<file path="src/rtl/asic_ram_readout_mc.sv">
// Multi-lane serial ASIC readout: per-lane deserialisers feed a round-robin
// arbiter that writes assembled words into an external FIFO.
module asic_ram_readout_mc #(
  parameter int NUM_CH      = 4,
  parameter int WORD_W      = 16,
  parameter int SYNC_STAGES = 3,
  parameter bit INVERT_DATA = 1'b1,
  localparam int CH_W       = (NUM_CH > 1) ? $clog2(NUM_CH) : 1
) (
  input  logic              ReadClk,
  input  logic              reset_n,
  input  logic [NUM_CH-1:0] AsicDin,
  input  logic [NUM_CH-1:0] TransmitOn,
  input  logic [NUM_CH-1:0] ChEnable,
  input  logic              ExternalFifoFull,
  input  logic              ClearStatus,
  output logic [WORD_W-1:0] ExternalFifoData,
  output logic [CH_W-1:0]   ExternalFifoChan,
  output logic              ExternalFifoWriteEn,
  output logic              ReadDone,
  output logic              Overflow,
  output logic              PartialWord
);

  localparam int                CNT_W    = $clog2(WORD_W);
  localparam logic [WORD_W-1:0] MSB_ONE  = {1'b1, {(WORD_W-1){1'b0}}};
  localparam logic [CNT_W-1:0]  LAST_BIT = CNT_W'(WORD_W - 1);

  typedef enum logic [1:0] {IDLE, READ, FLUSH, DONE} laneState_t;

  logic [NUM_CH-1:0] dinSync [SYNC_STAGES];
  logic [NUM_CH-1:0] txSync  [SYNC_STAGES];
  logic [NUM_CH-1:0] dinDly;
  logic [NUM_CH-1:0] txDly;

  laneState_t        laneState [NUM_CH];
  logic [CNT_W-1:0]  bitCount  [NUM_CH];
  logic [WORD_W-1:0] shiftReg  [NUM_CH];
  logic [WORD_W-1:0] holdReg   [NUM_CH];
  logic [NUM_CH-1:0] pending;
  logic [NUM_CH-1:0] doneFlag;
  logic [CH_W-1:0]   rrPtr;

  logic [WORD_W-1:0] shiftNext [NUM_CH];
  logic [WORD_W-1:0] eventWord [NUM_CH];
  logic [NUM_CH-1:0] wordEvent;
  logic [NUM_CH-1:0] laneBusy;
  logic [NUM_CH-1:0] grantHit;
  logic              flushEvent;
  logic              grantValid;
  logic [CH_W-1:0]   grantIdx;
  logic [CH_W-1:0]   candIdx;
  int                cand;
  logic              allDone;
  logic              overflowEvent;

  // Negedge synchroniser; the extra data stage lines the first bit up with
  // the first READ cycle, and TransmitOn is delayed alongside it.
  always_ff @(negedge ReadClk or negedge reset_n) begin
    if (!reset_n) begin
      for (int s = 0; s < SYNC_STAGES; s++) begin
        dinSync[s] <= '0;
        txSync[s]  <= '1;
      end
      dinDly <= '0;
      txDly  <= '1;
    end else begin
      // NOTE: non-blocking assignments let every stage sample its
      // predecessor's old value, which is what makes this a shift chain.
      dinSync[0] <= AsicDin;
      txSync[0]  <= TransmitOn;
      for (int s = 1; s < SYNC_STAGES; s++) begin
        dinSync[s] <= dinSync[s-1];
        txSync[s]  <= txSync[s-1];
      end
      dinDly <= dinSync[SYNC_STAGES-1];
      txDly  <= txSync[SYNC_STAGES-1];
    end
  end

  always_comb begin
    // NOTE: defaults first so no path leaves a variable unassigned (no latches).
    wordEvent  = '0;
    laneBusy   = '0;
    flushEvent = 1'b0;
    for (int l = 0; l < NUM_CH; l++) begin
      shiftNext[l] = shiftReg[l] |
                     ({WORD_W{dinDly[l] ^ INVERT_DATA}} & (MSB_ONE >> bitCount[l]));
      eventWord[l] = (laneState[l] == FLUSH) ? shiftReg[l] : shiftNext[l];
      wordEvent[l] = (laneState[l] == FLUSH) ||
                     ((laneState[l] == READ) && !txDly[l] && (bitCount[l] == LAST_BIT));
      laneBusy[l]  = (laneState[l] != IDLE);
      if (laneState[l] == FLUSH) flushEvent = 1'b1;
    end
  end

  // Round-robin search begins at rrPtr, the lane after the last one granted.
  always_comb begin
    grantValid = 1'b0;
    grantIdx   = '0;
    cand       = 0;
    candIdx    = '0;
    grantHit   = '0;
    for (int k = 0; k < NUM_CH; k++) begin
      cand = int'(rrPtr) + k;
      if (cand >= NUM_CH) cand = cand - NUM_CH;
      candIdx = CH_W'(cand);
      if (!ExternalFifoFull && !grantValid && pending[candIdx]) begin
        grantValid = 1'b1;
        grantIdx   = candIdx;
      end
    end
    for (int l = 0; l < NUM_CH; l++) begin
      grantHit[l] = grantValid && (grantIdx == CH_W'(l));
    end
  end

  // A lane still mid-frame stays required even if its mask bit drops.
  assign allDone       = (|doneFlag) && (&(doneFlag | ~(ChEnable | laneBusy)));
  assign overflowEvent = |(wordEvent & pending & ~grantHit);

  always_ff @(posedge ReadClk or negedge reset_n) begin
    if (!reset_n) begin
      // NOTE: the holding registers are reset too, so a word caught by reset
      // can never surface as stale data afterwards.
      for (int l = 0; l < NUM_CH; l++) begin
        laneState[l] <= IDLE;
        bitCount[l]  <= '0;
        shiftReg[l]  <= '0;
        holdReg[l]   <= '0;
      end
      pending             <= '0;
      doneFlag            <= '0;
      rrPtr               <= '0;
      ExternalFifoData    <= '0;
      ExternalFifoChan    <= '0;
      ExternalFifoWriteEn <= 1'b0;
      ReadDone            <= 1'b0;
      Overflow            <= 1'b0;
      PartialWord         <= 1'b0;
    end else begin
      ExternalFifoWriteEn <= grantValid;
      if (grantValid) begin
        ExternalFifoData <= holdReg[grantIdx];
        ExternalFifoChan <= grantIdx;
        rrPtr            <= (int'(grantIdx) == NUM_CH - 1) ? '0 : grantIdx + 1'b1;
      end

      ReadDone    <= allDone;
      Overflow    <= (Overflow & ~ClearStatus) | overflowEvent;
      PartialWord <= (PartialWord & ~ClearStatus) | flushEvent;
      if (allDone) doneFlag <= '0;

      for (int l = 0; l < NUM_CH; l++) begin
        // A granted lane may reload in the same cycle; otherwise a busy
        // holding register keeps its old word and the new one is dropped.
        if (wordEvent[l]) begin
          if (!pending[l] || grantHit[l]) begin
            holdReg[l] <= eventWord[l];
            pending[l] <= 1'b1;
          end
        end else if (grantHit[l]) begin
          pending[l] <= 1'b0;
        end

        case (laneState[l])
          IDLE: begin
            bitCount[l] <= '0;
            shiftReg[l] <= '0;
            if (!txSync[SYNC_STAGES-1][l] && ChEnable[l] && !doneFlag[l])
              laneState[l] <= READ;
          end
          READ: begin
            if (txDly[l]) begin
              laneState[l] <= (bitCount[l] == '0) ? DONE : FLUSH;
            end else if (bitCount[l] == LAST_BIT) begin
              bitCount[l] <= '0;
              shiftReg[l] <= '0;
            end else begin
              bitCount[l] <= bitCount[l] + 1'b1;
              shiftReg[l] <= shiftNext[l];
            end
          end
          FLUSH: begin
            bitCount[l]  <= '0;
            shiftReg[l]  <= '0;
            laneState[l] <= DONE;
          end
          DONE: begin
            doneFlag[l]  <= 1'b1;
            laneState[l] <= IDLE;
          end
          default: laneState[l] <= IDLE;
        endcase
      end
    end
  end

endmodule

</file>
<file path="config.mk">
export PLATFORM = sky130hd
export DESIGN_NAME = asic_ram_readout_mc
export DESIGN_NICKNAME = d
export VERILOG_FILES = /design/src/rtl/asic_ram_readout_mc.sv
export SDC_FILE = /design/constraint.sdc
export NUM_CORES = 1
export LEC_CHECK = 0
export ABC_AREA = 1
export ABC_CLOCK_PERIOD_IN_PS = 4800
export CAP_MARGIN = 20
export CORE_MARGIN = 2
export CORE_UTILIZATION = 51
export CTS_CLUSTER_SIZE = 25
export DETAILED_ROUTE_END_ITERATION = 7
export PLACE_DENSITY = 0.77
export SLEW_MARGIN = 20
export SYNTH_ARGS = -nofsm -noshare
export SYNTH_HDL_FRONTEND = slang
export SYNTH_SLANG_ARGS = --single-unit
</file>
<file path="constraint.sdc">
create_clock -name ReadClk -period 4.8 [get_ports ReadClk]
set_input_delay 0.48 -clock ReadClk [delete_from_list [all_inputs] [get_ports ReadClk]]
set_output_delay 0.48 -clock ReadClk [all_outputs]
set_load 0.02 [all_outputs]
</file>
# [Word-level counts from Yosys, hierarchy flattened]
# Cells that the tools add are included.
[word_totals] ff_bits=216 input_bits=16 out_inout_bits=22
[classes] addsub=12 magnitude_cmp=9 n_eq_ne=36 n_shift=4 n_mux=89 n_bitwise=24 reduce_logical=104
[op_table] cell="$mux W16" count=14
[op_table] cell="$pmux W16 S2" count=4
[op_table] cell="$and A16 B16 Y16" count=4
[op_table] cell="$or A16 B16 Y16" count=4
[op_table] cell="$shr A16 B4 Y16 const A" count=4
[op_table] cell="$mux W4" count=9
[op_table] cell="$mux W2" count=17
[op_table] cell="$bmux W16 S2" count=1
[op_table] cell="$mux W1" count=32
[op_table] cell="$pmux W2 S4" count=4
[op_table] cell="$pmux W4 S2" count=4
[op_table] cell="$reduce_and A2 Y1" count=16
[op_table] cell="$reduce_bool A2 Y1" count=16
[op_table] cell="$logic_and A1 B1 Y1" count=28
[op_table] cell="$ne A2 B2 Y1 const B" count=12
[op_table] cell="$eq A2 B2 Y1 const B" count=10
[op_table] cell="$logic_not A1 Y1" count=20
[op_table] cell="$add A4 B1 Y4 const B" count=4
[op_table] cell="$eq A4 B4 Y1 const B" count=4
[op_table] cell="$logic_not A4 Y1" count=4
[op_table] cell="$eq A2 B1 Y1 const B" count=6
[op_table] cell="$ge A3 B3 Y1 const B" count=4
[op_table] cell="$lt A2 B3 Y1 const B" count=4
[op_table] cell="$logic_not A2 Y1" count=5
[op_table] cell="18 further kinds" count=48

# [Depth between registers and ports, before layout]
[logic_depth] depth_word=24 depth_mapped=20

==> flow_summary.ini <==
[place]
dp_slack_ns = 0.528
gp_congestion = 0.935
hpwl_microns = 17200
io_buffers = 37

[logic_synthesis]
ys_async_sr_fraction = 1.00
syn_area_sq_mm = 0.0111
yosysSeqAreaShare = 0.489
ys_types = 32
syn_area_per_cell_sq_um = 8.12
synth.net_count = 1427
synth_edf_count = 0
yosys_register_bits = 216
synth_warnings = 0
synth_flop_cell = dfrtp_1
netlist_instances = 1367

[clock_network]
path_clk_slew_ns = 0.06
post_cts_buffers = 0
ctsResizeCount = 0
ctsHoldBuffers = 0
clock_sinks = 216
clock_latency_ns = 0.56
htreeDepth = 1
cts.path.max_buffers = 3
cts_tree = built
root_buffer = clkbuf_16
numCtsBuffers = 24

[detailed_routing]
ant_nets = 0
wl_microns = 24700
drc = 0
wl_per_cell_microns = 14.5
route.vias.total = 8767
firstDrtPassIters = 4
drt-initial-drc-count = 653
routed_via_density = 5.15

[status]
outcome = complete, no violations

[sta]
hold_viol_final = 0
setup_viol = 0
max_slew.worst_pin.slew_ns = 0.938
setup_tns_ns = 0
max_slew_margin = 0.375
rsz0062_at_grt = false
final_max_slew_viol_count = 0
fin_skew_ns = 0.0617
setup_ws_ns = 0.395

[die]
die_height_microns = 152
dieArea_sq_mm = 0.0230
ios = 38
die_x_microns = 152
core_area_sq_mm = 0.0212
rows = 53
start_util = 0.523

[finish]
area_delta_synth_final_pct = 12.3
diodes = 0
final_nets = 1469
final_common_cell = inv_1
layout_common_cells = inv_1, nand2_1, dfrtp_1
drive_gt1_frac = 0.105

[critical_path]
crit_fanout = 33
r2r_setup_slack_ns = 0.39
worstPathRequired_ns = 5.17
critPathLaunch = txDly[1]
cp-end-kind = flop
setup.worst_path.start_class = flop
r2r-start = txDly[1]
path_class = flop to flop
critical_path_arrival_ns = 4.78

[power]
p_leak_nw = 6.67
ir_drop_mv = 0.548
cellPowerDensity_mw_per_mm2 = 715
p_total_mw = 8.92

[global_route]
grt_util_met2 = 0.364
grt_busiest_layer = met2
grt_usage = 0.228
grt_max_degree = 100
grt_overflow = 0
antenna_found_initial = 0
grt_pass1_vias = 8581
grt_pass1_wl_microns = 41700
grtUsageMet3 = 0.0353
grtUsageMet1 = 0.320

[worst_hold_path]
min-delay-path-class = primary input to async pin

[flow_run]
cap_violations = 0
where the power goes:
group | internal [mW] | switching [mW]
logic | 1.32 | 2.96
registers | 2.38 | 0.269
clock network | 1.21 | 0.773
worst max-delay path: stages, from the launching register on:
cell,delay [ns]
dfstp_2,0.35
nor2_1,0.13
inv_1,0.11
o21ai_0,0.35
nand2_2,0.54
nor2_1,0.29
a21oi_2,0.04
routing by layer:
| metal | share of wire | wire length (microns) | vias up |
|---|---|---|---|
| met4 | 0.037 | 905 | 0 |
| met5 | 0 | 0 | - |
| met1 | 0.46 | 11200 | 4204 |
| met2 | 0.46 | 11300 | 210 |
| li1 | - | - | 4291 |
| met3 | 0.048 | 1190 | 62 |
synth_stat cells (all sizes together), types with 16 or more instances:
cell,instances,share of area
a21oi,82,0.050
nand2,310,0.11
inv,273,0.093
dfrtn,16,0.036
dfstp,16,0.038
clkbuf,16,0.0054
nor2,112,0.040
o21ai,157,0.072
ha,44,0.050
nand3,105,0.049
dfrtp,184,0.41
buf,29,0.023
worst paths after layout:
check                                to  cells past startpoint
max in group asynchronous    dinSync[0]                      1
hold reg to reg               dinDly[0]                      0
setup reg to reg            holdReg[33]                      6
setup / recovery            holdReg[33]                      6
hold / removal             laneState[4]                      1
min in group ReadClk          dinDly[0]                      0
sequential cells by signal, indices dropped and copies added, names as in the netlist:
register,flops
bitCount,16
ExternalFifoWriteEn,1
holdReg,64
dinDly,4
ExternalFifoData,16
pending,4
ExternalFifoChan,2
PartialWord,1
doneFlag,4
Overflow,1
ReadDone,1
txSync,12
dinSync,12
laneState,8
shiftReg,64
rrPtr,2
txDly,4
logic make-up after synthesis:
| logic type | synth area share |
|---|---|
| XOR/XNOR | 0.00158 |
| flip-flops | 0.489 |
| AO/OA/AOI/OAI | 0.132 |
| adder cells (fa/ha/maj) | 0.0496 |
| buffers and inverters | 0.121 |
| AND/OR/NAND/NOR | 0.207 |
per-stage QoR:
step | hold WS, ns | utilization | cells | instance area [sq um]
3_5_place_dp | 0.295 | 0.545 | 1643 | 11600
4_1_cts | 0.0289 | 0.588 | 1702 | 12500
3_3_place_gp | 0.292 | 0.545 | 1643 | 11600
6_report | 0.0121 | 0.588 | 1702 | 12500
5_1_grt | 0.0703 | 0.588 | 1702 | 12500
2_1_floorplan | 0.184 | - | 1367 | 11100
cell type report:
cell class | count | area, sq um
clock buffers | 35 | 714
well taps | 275 | 344
multi-input cells | 833 | 4330
clock inverters | 25 | 185
repair buffers | 46 | 443
inverters | 272 | 1030
fillers | 1885 | 8750
flip-flops and latches | 216 | 5430
Note: power is estimated with default switching activity, not from simulation.
==> patch 1: new RTL, same settings <==
Change the parameter `INVERT_DATA` from 1'b1 to 1'b0.
--- a/src/rtl/asic_ram_readout_mc.sv
+++ b/src/rtl/asic_ram_readout_mc.sv
@@ -5,5 +5,5 @@
   parameter int WORD_W      = 16,
   parameter int SYNC_STAGES = 3,
-  parameter bit INVERT_DATA = 1'b1,
+  parameter bit INVERT_DATA = 1'b0,
   localparam int CH_W       = (NUM_CH > 1) ? $clog2(NUM_CH) : 1
 ) (
Function: not checked (the comparison handles one clock edge and no latches or derived clocks); the edit may change what the design does.
==> patch 1 against the unedited design <==
  * Sequential share of layout area increased by 0.53 points
  * Power decreased by 13%
  * Area after synthesis is 0.99% lower
  * Sequential cell count unchanged
  * Largest power group unchanged
  * Setup slack better by 30 ps
  * Critical endpoint is now bitCount[3]
  * Highest routed layer is now met5
  * Cell area is 1.2% lower
  * Synthesized cell count decreased by 0.29%
  * Routed wire length fell by 3.9%
==> patch 1: results (changes against the unedited design) <==
- Total routing resource utilization after global routing: 21.9% (-0.83 points)
- First-pass GRT wire length: 40.3 mm (-3.4%)
- Share of layout cells above drive strength 1: 10.2% (-0.34 points)
- Syn nets: 1423 (-0.28%)
* Setup Skew: 63.5 ps (+1.72 ps)
- The largest net degree at the start of global routing is 109 (+9.0%).
- Clock latency of the later-clocked register in the worst-skew pair: 560 ps (about the same)
- Highest cell delay on the worst timing path: 350 ps (-190 ps)
* Port bufs: 37 (unchanged)
- Yosys warning total: 0 (unchanged)
- Worst supply voltage drop on vdd: 0.318 mV (-42%)
- Mux contribution to synthesized area: 0% (unchanged)
- Crit path from: txDly[3]
- Critical register-to-register path endpoint: bitCount[3]
- The path class of the tightest hold or removal check is input port to asynchronous set/reset pin.
- Cell family with the largest share of critical-path delay: buffers and inverters
* CP max stage cell: sky130_fd_sc_hd__dfstp_2
- The count of TritonRoute iterations in the first routing pass was 5 (+1).
- The share of flip-flops with an asynchronous set or reset after synthesis came to 100% (unchanged).
- Topmost layer with routed signal wires: met5
* Slack of the worst reg-to-reg path: 420 ps (+30 ps)
* Routability cong.: 0.881 (-5.8%)
- The post-synthesis compound-gate area fraction was 12.7% (-0.47 points).
* Count of H-tree levels built during CTS: 1 (unchanged)
- Detailed-routing wirelength on met1: 11.0 mm (-1.8%)
- The root buffer cell chosen for the clock tree is sky130_fd_sc_hd__clkbuf_16.
- Static power due to leakage: 0.00651 uW (-2.4%)
* Diodes inserted: 0 (unchanged)
- The mean routed wirelength per cell came to 13.9 microns (-3.8%).
* Filler cell count: 1890 (+0.27%)
* Most used flip-flop cell after synthesis: sky130_fd_sc_hd__dfrtp_1
* Post-synthesis share of cell area spent on full adders, half adders and majority gates: 5.01% (+0.050 points)
* Seq/Total Area, Yosys: 49.4% (+0.49 points)
* Outcome: completed
* Biggest registers after layout: holdReg: 64 flops, shiftReg: 64 flops
- Drt initial violations: 682 (+4.4%)
- After synthesis, the cell types taking the most area are sky130_fd_sc_hd__dfrtp_1 42%, sky130_fd_sc_hd__nand2_1 11%, sky130_fd_sc_hd__inv_1 9.3%.
- Worst relative slew slack: 43.9% (+6.4 points)
- Synth cell types: 31 (-3.1%)
- The detailed placer's ending HPWL was 16.7 mm (-2.9%).
- The met2 wirelength from detailed routing is 10.7 mm (-5.5%).
- STA classifies the critical path endpoint as a flop.
* Vias in the first global route: 8317 (-3.1%)
- Post-synthesis xor/xnor area fraction: 0.159% (+0.0016 points)
* Maximum fanout along the worst path: 13 (-61%)
- The initial antenna violation count came to 1 (+1).
- Sum of met3 wire segment lengths after detailed routing: 1.19 mm (+0.51%)
- Post-CTS Resized: 0 (unchanged)
- Vias/cell: 5.06 (-1.7%)
- The critical path data arrival time came to 4770 ps (about the same).
- # nets final: 1468 (-0.068%)
- Path depth of the worst reg2reg path: 8 (+2)
- After synthesis, the most frequently instantiated cells are 330 x sky130_fd_sc_hd__nand2_1, 273 x sky130_fd_sc_hd__inv_1, 184 x sky130_fd_sc_hd__dfrtp_1, 144 x sky130_fd_sc_hd__o21ai_0, 86 x sky130_fd_sc_hd__nand3_1.
[patch 1: cell count changes after synthesis, sizes merged, moves of 4 or more]
cell / change
nand2: +59
nor2: -49
a21oi: -40
o21ai: +40
nand3: -15
inv: +8
buf: -4
[patch 1: stage by stage]
| stage | instances | setup slack (ps) | hold slack, ps | power (uW) | area, sq um |
|---|---|---|---|---|---|
| 5_1_grt | 1701 | 194 | 93.9 | 8420 | 12300 |
| 3_3_place_gp | 1642 | 658 | 292 | 5870 | 11500 |
| 6_report | 1701 | 424 | 29.8 | 7770 | 12300 |
| 2_1_floorplan | 1363 | 765 | 184 | 5140 | 11000 |
| 4_1_cts | 1701 | 442 | 63.0 | 7810 | 12300 |
| 3_5_place_dp | 1642 | 506 | 295 | 5990 | 11500 |
[patch 1: cell type report]
cell class / count / area [sq um] / area share (%)
Timing Repair Buffer: 45 / 435 / 3.53
Tap cell: 275 / 344 / 2.79
Clock buffer: 36 / 697 / 5.66
Inverter: 280 / 1060 / 8.61
Clock inverter: 24 / 111 / 0.904
Sequential cell: 216 / 5430 / 44.0
Multi-Input combinational cell: 825 / 4250 / 34.5
[patch 1: power by group]
group | total (uW) | switching [uW] | internal, uW
Combinational | 3590 | 2510 | 1070
Clock | 1790 | 745 | 1040
Sequential | 2390 | 209 | 2180
Total | 7770 | 3470 | 4300
[patch 1: layer usage]
layer / vias up / GRT usage, %
li1: 4283 / -
met1: 4054 / 31.2
met3: 52 / 3.28
met5: - / 0
met2: 219 / 34.5
met4: 2 / 7.57
[patch 1: worst reg2reg max path, delay by kind of cell (launching register included)]
| family | cells | cell delay, ps |
|---|---|---|
| AOI/OAI and AO/OA | 3 | 490 |
| buffers and inverters | 3 | 500 |
| DFF | 1 | 350 |
| and+or+nand+nor | 2 | 460 |
==> patch 2: new RTL, same settings <==
Without the edit above. Make the reset (`reset_n`) synchronous in 2 clocked blocks.
--- a/src/rtl/asic_ram_readout_mc.sv
+++ b/src/rtl/asic_ram_readout_mc.sv
@@ -57,5 +57,5 @@
   // Negedge synchroniser; the extra data stage lines the first bit up with
   // the first READ cycle, and TransmitOn is delayed alongside it.
-  always_ff @(negedge ReadClk or negedge reset_n) begin
+  always_ff @(negedge ReadClk) begin
     if (!reset_n) begin
       for (int s = 0; s < SYNC_STAGES; s++) begin
@@ -120,5 +120,5 @@
   assign overflowEvent = |(wordEvent & pending & ~grantHit);
 
-  always_ff @(posedge ReadClk or negedge reset_n) begin
+  always_ff @(posedge ReadClk) begin
     if (!reset_n) begin
       // NOTE: the holding registers are reset too, so a word caught by reset
Function: not checked (the comparison handles one clock edge and no latches or derived clocks); the edit may change what the design does.
==> patch 2 against the unedited design <==
  * Sequential cell count stayed put
  * Count of clock-buffer cells in the layout is 3 lower
  * Sequential power is 6% higher
  * Routed wire length is 10% lower
  * Area after synthesis is 6.9% lower
  * Power is 20% lower
  * Die area is 6.7% lower
  * First-iteration DRC count is 22% higher
  * Cell area is 5.2% lower
  * Setup slack better by 43 ps
  * Via count is 9.1% lower
  * Critical path type unchanged
  * Largest power group is now sequential cells
==> patch 2: results (changes against the unedited design) <==
* Vias in the first global route: 7661 (-11%)
- Seq/Total Area, Yosys: 56.6% (+7.7 points)
- Number of flops mapped to enable cells by yosys: 152 (+152)
- Sum of met3 wire segment lengths after detailed routing: 1.41 mm (+18%)
* Maximum number of pins on one net before global-route repair: 37 (-63%)
- Class of the worst hold path: flop to flop
- The number of distinct standard cells referenced by the synthesized netlist came to 35 (+9.4%).
- In the post-synthesis netlist, the biggest area contributors are sky130_fd_sc_hd__edfxtp_1 44%, sky130_fd_sc_hd__dfxtp_1 12%, sky130_fd_sc_hd__nand2_1 9.0%.
- The area growth from synthesis to layout is 14.4%.
- By count the netlist is led by 248 x sky130_fd_sc_hd__nand2_1, 171 x sky130_fd_sc_hd__inv_1, 152 x sky130_fd_sc_hd__edfxtp_1, 137 x sky130_fd_sc_hd__nor2_1, 91 x sky130_fd_sc_hd__a21oi_1.
- The flow ran to the end, and the final reports show no timing, DRC or antenna violations.
- The routed length on met1 is 9.50 mm (-15%).
- Worst supply voltage drop on vdd: 0.399 mV (-27%)
- The number of DRC markers after the initial detailed-route iteration came to 798 (+22%).
- The fraction of final layout cells with drive strength greater than 1 came to 8.69% (-1.8 points).
- The largest driver fanout on the critical path came to 16 (-52%).
* Fraction of met2 tracks used by global routing: 35.8% (-0.58 points)
- # nets final: 1279 (-13%)
- The total of fill cells in the finished design is 1783 (-5.4%).
* Cell-internal power: 4350 uW (-11%)
* Worst Path Arrival: 4500 ps (-280 ps)
- Routed wl met2: 10.7 mm (-5.6%)
* Setup Skew: 69.3 ps (+7.55 ps)
- Global Route met1 Usage: 27.9% (-4.1 points)
- Path depth of the worst reg2reg path: 5 (-1)
- The count of TritonRoute iterations in the first routing pass came to 6 (+2).
* Vias/cell: 5.22 (+1.4%)
* Async set-reset flop share out of synthesis: 0% (-100 points)
- The synthesized area per cell is 8.81 sq um (+8.5%).
- The reg2reg setup slack was 440 ps (+40 ps).
- The mean routed wirelength per cell came to 14.5 microns (about the same).
* Hold slack: 403 ps (+391 ps)
- The post-synthesis net count was 1213 (-15%).
* Total routing resource utilization after global routing: 21.1% (-1.7 points)
- Number of buffers inserted during clock tree synthesis: 22 (-8.3%)
* Static power due to leakage: 0.00514 uW (-23%)
- Dpl ws: 592 ps (+64.6 ps)
* Detailed placement HPWL: 15.6 mm (-9.5%)
- Met3 Usage GRT: 3.59% (+0.061 points)
* Area of placed instances: 11000 sq um (-5.2%)
- Worst relative slew slack: 46.4% (+9.0 points)
==> patch 2: changes by cell type in the layout (fill, tap and decap cells not counted), sizes merged, moves of 54 or more <==
cell | unedited run | this run
dfrtp | 184 | 0
dfxtp | 0 | 64
edfxtp | 0 | 152
inv | 290 | 210
nand2 | 310 | 256
o21ai | 157 | 38
==> patch 2: path summary, 6_finish.rpt <==
check / start / end
max: txDly[0] / holdReg[0][5]
min: txSync[0][0] / txSync[0][4]
max reg2reg: txDly[0] / holdReg[0][5]
min reg2reg: txSync[0][0] / txSync[0][4]
==> patch 2: cell families after synthesis <==
group	share of synthesized area, %
AO/OA/AOI/OAI	10.7
XOR/XNOR	0.0848
adder cells (fa/ha/maj)	2.91
buffers and inverters	8.49
flip-flops	56.6
AND/OR/NAND/NOR	21.3
==> patch 2: layout make-up <==
cell class                      instances  share of cell area [%]
Clock buffer                           32                    5.27
Clock inverter                         40                    1.98
Inverter                              177                    5.62
Multi-Input combinational cell        734                    30.6
Sequential cell                       216                    49.4
Tap cell                              270                    2.86
Timing Repair Buffer                   56                    4.30
==> patch 2: power by group through the flow <==
stage	combinational [uW]	sequential [uW]	clock, uW
5_1_grt	2750	2870	1980
2_1_floorplan	1740	2810	42.0
3_3_place_gp	2370	2830	42.0
6_report	2450	2810	1860
4_1_cts	2430	2810	1880
3_5_place_dp	2410	2850	42.0
==> patch 2: worst max-delay path: stages, from the launching register on <==
cell and delay (ps):
sky130_fd_sc_hd__dfxtp_1 300, sky130_fd_sc_hd__nor2_1 160, sky130_fd_sc_hd__nand2_1 60, sky130_fd_sc_hd__o21ai_0 360
sky130_fd_sc_hd__nand2_1 130, sky130_fd_sc_hd__nand2_1 530
